File: src/rtl/sblock_cfg_pkg.sv
// Shared definitions for the switch-block configuration loader: word layout,
// loader states and small sizing helpers.
package sblock_cfg_pkg;

  localparam int CFG_W = 18;
  localparam int DOT_N = 9;

  // Horizontal dot controls occupy the upper half, vertical the lower half.
  localparam int H_MSB = 2 * DOT_N - 1;
  localparam int H_LSB = DOT_N;
  localparam int V_MSB = DOT_N - 1;
  localparam int V_LSB = 0;

  typedef enum logic [2:0] {
    IDLE,
    SHIFT,
    SETUP,
    WRITE,
    HOLD,
    DONE
  } cfg_state_t;

  function automatic int max3(input int a, input int b, input int c);
    int m;
    m = (a > b) ? a : b;
    return (m > c) ? m : c;
  endfunction

  function automatic int bits_for(input int n);
    return (n > 1) ? $clog2(n) : 1;
  endfunction

endpackage

File: src/rtl/cfg_shift_reg.sv
// Serial-in/parallel-out assembler for one config word, MSB first, with a
// saturating accept counter and a full flag.
module cfg_shift_reg #(
  parameter int CFG_W = 18,
  parameter int CNT_W = $clog2(CFG_W + 1)
) (
  input  logic             i_clk,
  input  logic             i_clr,
  input  logic             i_accept,
  input  logic             i_bit,
  output logic [CFG_W-1:0] o_word,
  output logic [CNT_W-1:0] o_cnt,
  output logic             o_full
);

  logic [CFG_W-2:0] r_sreg;
  logic [CNT_W-1:0] r_cnt;
  logic             w_take;

  // o_word is the value the register holds after accepting i_bit this cycle.
  assign o_word = {r_sreg, i_bit};
  assign o_cnt  = r_cnt;
  assign o_full = (r_cnt == CNT_W'(CFG_W));
  assign w_take = i_accept && !o_full;

  always_ff @(posedge i_clk) begin
    if (i_clr) begin
      r_cnt <= '0;
    end else if (w_take) begin
      r_cnt <= r_cnt + 1'b1;
    end
  end

  always_ff @(posedge i_clk) begin
    if (w_take) begin
      r_sreg <= o_word[CFG_W-2:0];
    end
  end

endmodule

File: src/rtl/sblock_cfg_loader.sv
// Loads one serial config word per switch block and writes it through a
// one-hot latch enable framed by setup and hold windows on the config bus.
module sblock_cfg_loader #(
  parameter int NUM_BLOCKS = 4,
  parameter int CFG_W      = sblock_cfg_pkg::CFG_W,
  parameter int SETUP_CYC  = 1,
  parameter int WR_CYC     = 2,
  parameter int HOLD_CYC   = 1
) (
  input  logic                  clk,
  input  logic                  rst,
  input  logic                  start,
  input  logic                  bit_i,
  input  logic                  bit_valid,
  output logic                  bit_ready,
  output logic [CFG_W-1:0]      cfg_bits,
  output logic [NUM_BLOCKS-1:0] wr_en,
  output logic                  busy,
  output logic                  done
);
  import sblock_cfg_pkg::*;

  localparam int CNT_W = $clog2(CFG_W + 1);
  localparam int BLK_W = bits_for(NUM_BLOCKS);
  localparam int PH_W  = bits_for(max3(SETUP_CYC, WR_CYC, HOLD_CYC));

  cfg_state_t            r_state, w_state;
  logic [PH_W-1:0]       r_phase, w_phase;
  logic [BLK_W-1:0]      r_blk, w_blk;
  logic [CFG_W-1:0]      r_cfg, w_cfg;
  logic [NUM_BLOCKS-1:0] r_wr_en, w_wr_en;
  logic                  r_ready, w_ready;
  logic                  r_busy, w_busy;
  logic                  r_done, w_done;
  logic                  w_clr;
  logic                  w_accept;
  logic [CFG_W-1:0]      w_word;
  logic [CNT_W-1:0]      w_cnt;
  logic                  w_full;

  assign w_accept = bit_valid && r_ready && !w_full;

  cfg_shift_reg #(
    .CFG_W (CFG_W),
    .CNT_W (CNT_W)
  ) u_shift (
    .i_clk    (clk),
    .i_clr    (rst || w_clr),
    .i_accept (w_accept),
    .i_bit    (bit_i),
    .o_word   (w_word),
    .o_cnt    (w_cnt),
    .o_full   (w_full)
  );

  always_comb begin
    w_state = r_state;
    w_phase = r_phase;
    w_blk   = r_blk;
    w_cfg   = r_cfg;
    w_wr_en = '0;
    w_busy  = r_busy;
    w_done  = r_done;
    w_clr   = 1'b0;
    unique case (r_state)
      IDLE, DONE: begin
        if (start) begin
          w_state = SHIFT;
          w_blk   = '0;
          w_clr   = 1'b1;
          w_busy  = 1'b1;
          w_done  = 1'b0;
        end
      end
      SHIFT: begin
        if (w_accept && (w_cnt == CNT_W'(CFG_W - 1))) begin
          w_state = SETUP;
          w_cfg   = w_word;
          w_phase = PH_W'(SETUP_CYC - 1);
        end
      end
      SETUP: begin
        if (r_phase == '0) begin
          w_state = WRITE;
          w_phase = PH_W'(WR_CYC - 1);
          w_wr_en = NUM_BLOCKS'(1) << r_blk;
        end else begin
          w_phase = r_phase - 1'b1;
        end
      end
      WRITE: begin
        if (r_phase == '0) begin
          w_state = HOLD;
          w_phase = PH_W'(HOLD_CYC - 1);
        end else begin
          w_phase = r_phase - 1'b1;
          w_wr_en = r_wr_en;
        end
      end
      HOLD: begin
        if (r_phase != '0) begin
          w_phase = r_phase - 1'b1;
        end else if (r_blk == BLK_W'(NUM_BLOCKS - 1)) begin
          w_state = DONE;
          w_busy  = 1'b0;
          w_done  = 1'b1;
        end else begin
          w_state = SHIFT;
          w_blk   = r_blk + 1'b1;
          w_clr   = 1'b1;
        end
      end
      default: begin
        w_state = IDLE;
      end
    endcase
    // Ready is registered, so it tracks the state being entered.
    w_ready = (w_state == SHIFT);
  end

  always_ff @(posedge clk) begin
    if (rst) begin
      r_state <= IDLE;
      r_phase <= '0;
      r_blk   <= '0;
      r_cfg   <= '0;
      r_wr_en <= '0;
      r_ready <= 1'b0;
      r_busy  <= 1'b0;
      r_done  <= 1'b0;
    end else begin
      r_state <= w_state;
      r_phase <= w_phase;
      r_blk   <= w_blk;
      r_cfg   <= w_cfg;
      r_wr_en <= w_wr_en;
      r_ready <= w_ready;
      r_busy  <= w_busy;
      r_done  <= w_done;
    end
  end

  assign bit_ready = r_ready;
  assign cfg_bits  = r_cfg;
  assign wr_en     = r_wr_en;
  assign busy      = r_busy;
  assign done      = r_done;

endmodule

File: config.mk
export PLATFORM = sky130hd
export DESIGN_NAME = sblock_cfg_loader
export DESIGN_NICKNAME = d
export VERILOG_FILES = /design/src/rtl/sblock_cfg_pkg.sv /design/src/rtl/cfg_shift_reg.sv /design/src/rtl/sblock_cfg_loader.sv
export SDC_FILE = /design/constraint.sdc
export NUM_CORES = 1
export LEC_CHECK = 0
export ABC_CLOCK_PERIOD_IN_PS = 2100
export CAP_MARGIN = 40
export CORE_MARGIN = 2
export CORE_UTILIZATION = 25
export CTS_BUF_LIST = sky130_fd_sc_hd__clkbuf_8 sky130_fd_sc_hd__clkbuf_16
export DETAILED_ROUTE_END_ITERATION = 7
export GPL_ROUTABILITY_DRIVEN = 0
export SYNTH_ARGS = -nofsm -noshare
export SYNTH_HDL_FRONTEND = slang
export SYNTH_SLANG_ARGS = --single-unit
File: constraint.sdc
create_clock -name clk -period 2.1 [get_ports clk]
set_input_delay 0.42 -clock clk [delete_from_list [all_inputs] [get_ports clk]]
set_output_delay 0.42 -clock clk [all_outputs]
set_load 0.005 [all_outputs]
==> flow_metrics.py <==
metrics = {
    "sta": {
        "min_period_over_period": 0.842,
        "drv_slew": 0,
        "tightest_slew_ns": 0.455,
        "rsz0062_at_grt": "no",
        "slew_headroom": 0.696,
        "finalHoldViolCount": 0,
        "finalClockSkew_ns": 0.00511,
        "fin_tns_setup_ns": 0,
        "fin_crit_ns": 1.77,
        "setup_viol": 0,
        "fmax_mhz": 566,
    },
    "clock_tree": {
        "cts_hold_buffers": 0,
        "cts-root-buf": "clkbuf_8",
        "cts_tree": "yes",
        "insertion_delay_ns": 0.31,
        "cts.clk_slew.worst_paths_ns": 0.10,
        "ctsResizeCount": 0,
        "cts_buffer_depth": 2,
        "htreeDepth": 2,
        "cts_sinks": 53,
        "cts_made_buffers": 5,
        "cts_post_setup_buffers_inserted": 0,
    },
    "synthesis": {
        "synth_seq_cells": 53,
        "postSynthAreaPerCell_sq_um": 11.1,
        "synth_fp_nets": 206,
        "yosysWarnings": 0,
        "yosysTopAreaCell": "dfxtp_1",
        "ys_seq_area_frac": 0.572,
        "ys_types": 34,
        "postSynthCellCount": 194,
        "synthTopCellsByArea": "dfxtp_1 33%, edfxtp_1 24%, mux2i_1 8.4%, nor2_1 5.4%, ha_1 4.1%",
        "synth_area_sq_um": 2150,
        "synth_top_area_frac": 0.335,
    },
    "run": {
        "maxCapViolations": 0,
    },
    "floorplan": {
        "die_h_um": 96.8,
        "die_area_sq_um": 9370,
        "ios": 30,
        "core-area_sq_um": 8300,
        "die_x_um": 96.8,
        "initial_utilization": 0.259,
        "num_rows": 33,
    },
    "pwr": {
        "clkPwrFrac": 0.369,
        "p_per_area_nw_per_um2": 697,
        "seqPwrFrac": 0.583,
        "leakage_nw": 1.04,
        "netSwitchingPower_mw": 0.398,
        "swShare": 0.214,
        "vdd_drop_max_v": 0.000249,
        "p_int_mw": 1.46,
        "combPwrFrac": 0.048,
    },
    "setup_path": {
        "cp.required_ns": 2.30,
        "worstPathArrival_ns": 1.97,
        "setup.worst_path.class": "reg2reg",
        "start_kind": "register",
        "worstPathMaxFanout": 16,
        "end_kind": "register",
    },
    "routing": {
        "wl_per_cell_um": 12.1,
        "ant_nets": 0,
        "vias_per_cell": 4.35,
        "vias": 1449,
        "firstDrtPassIters": 4,
        "post-route-drc-count": 0,
        "routed_wl_um": 4030,
        "first_iter_violations": 70,
    },
    "layout": {
        "instances_no_fill": 333,
        "num-fill-cells": 878,
        "antennaDiodeCount": 0,
        "syn_to_final_growth_pct": 24.0,
        "drive_gt1_frac": 0.0833,
        "num-nets-final": 239,
    },
    "global_route": {
        "grt_first_pass_wirelength_um": 6780,
        "antenna_found_initial": 0,
        "gr-usage-all-layers": 0.0893,
        "grt_pass1_vias": 1393,
        "grt_max_degree": 21,
        "grt_overflow": 0,
    },
    "placed_design": {
        "dpl.hpwl_um": 2810,
        "numPortBuffers": 29,
        "placed_cells": 325,
    },
    "outcome": {
        "status": "completed",
    },
    "min_path": {
        "holdCritPathClass": "reg2reg",
    },
}
## metrics by stage
stage	area (sq um)	setup slack [ns]	util	hold WS, ns	power [mW]
after floorplan	2150	0.0314	-	0.426	1.16
after global placement	2560	0.199	0.308	0.427	1.20
after detailed placement	2560	0.177	0.308	0.438	1.20
after CTS	2670	0.312	0.322	0.462	1.89
after global routing	2670	0.127	0.322	0.469	1.94
final	2670	0.333	0.322	0.456	1.86
## kinds of logic after synthesis
logic type	Yosys count	share of synthesized area
DFF	53	0.572
AOI/OAI and AO/OA	26	0.0796
adders and majority gates	7	0.0407
muxes	18	0.0837
xor gates and xnor gates	6	0.0244
buffers and inverters	15	0.0390
and+or+nand+nor	69	0.160
## flip-flops by register name (all words and copies together), names as in the netlist, 2 cells and up
signal / flops
r_blk: 2
r_state: 3
u_shift.r_sreg: 17
u_shift.o_cnt: 5
cfg_bits: 18
wr_en: 4
## Yosys cell counts
library cell	n
o22ai_1	2
nand2b_2	1
clkbuf_1	2
xnor2_1	3
buf_6	2
nand4_2	1
nand3_1	6
and2_1	2
nor3b_1	1
nand3b_1	2
o2111ai_1	1
o221ai_1	2
a21oi_1	14
o21ai_0	2
nor3_1	2
nor4b_2	1
o21a_1	1
buf_4	3
xor2_1	3
nor2b_1	3
a221oi_2	1
a211oi_1	2
dfxtp_1	36
nor2_1	31
mux2i_1	18
buf_2	1
nand4_1	2
inv_1	7
ha_1	7
o221ai_2	1
nand2b_1	3
nor3b_4	1
edfxtp_1	17
nand2_1	13
## power by group through the flow
stage	logic [mW]	clock network, mW	registers [mW]
detailed placement	0.0905	0	1.11
global placement	0.0886	0	1.11
CTS	0.0907	0.718	1.09
finish	0.0887	0.687	1.09
floorplan	0.0535	0	1.11
global route	0.100	0.748	1.09
## path summary, 6_finish.rpt
| check | start | to | slack (ns) | cells past startpoint |
|---|---|---|---|---|
| hold / removal | u_shift.r_sreg[8] | u_shift.r_sreg[9] | 0.46 | 0 |
| setup reg to reg | u_shift.o_cnt[0] | cfg_bits[4] | 0.33 | 7 |
| setup / recovery | u_shift.o_cnt[0] | cfg_bits[4] | 0.33 | 7 |
| hold reg to reg | u_shift.r_sreg[8] | u_shift.r_sreg[9] | 0.46 | 0 |
## worst max-delay path, cell delays in order (launching register included)
cell,delay (ns)
dfxtp_1,0.43
inv_1,0.07
ha_1,0.24
nor3b_1,0.31
nand4_2,0.15
buf_4,0.24
mux2i_1,0.17
nor2_1,0.05
## cell usage in the layout (no fill, tap or decap), types with 5 or more instances in the layout
cell             instances
a21oi_1                 13
buf_4                    5
clkbuf_8                 5
clkdlybuf4s50_1         29
dfxtp_1                 36
edfxtp_1                17
ha_1                     7
inv_1                    8
mux2i_1                 18
nand2_1                 13
nand3_1                  6
nor2_1                  31
## cell type report
| class | count | area, sq um | share of cell area |
|---|---|---|---|
| flip-flops and latches | 53 | 1230 | 0.461 |
| multi-input cells | 126 | 841 | 0.315 |
| repair buffers | 34 | 328 | 0.123 |
| well taps | 105 | 131 | 0.0492 |
| clock buffers | 5 | 68.8 | 0.0258 |
| clock inverters | 3 | 42.5 | 0.0159 |
| inverters | 7 | 26.3 | 0.00985 |
## routing by layer
| layer | GRT usage | up-vias | share of wire |
|---|---|---|---|
| li1 | - | 738 | - |
| met1 | 0.114 | 671 | 0.48 |
| met2 | 0.141 | 30 | 0.45 |
| met3 | 0.0289 | 10 | 0.048 |
| met4 | 0.0325 | 0 | 0.018 |
| met5 | 0 | - | 0 |
Power figures use the tool's default switching activity.
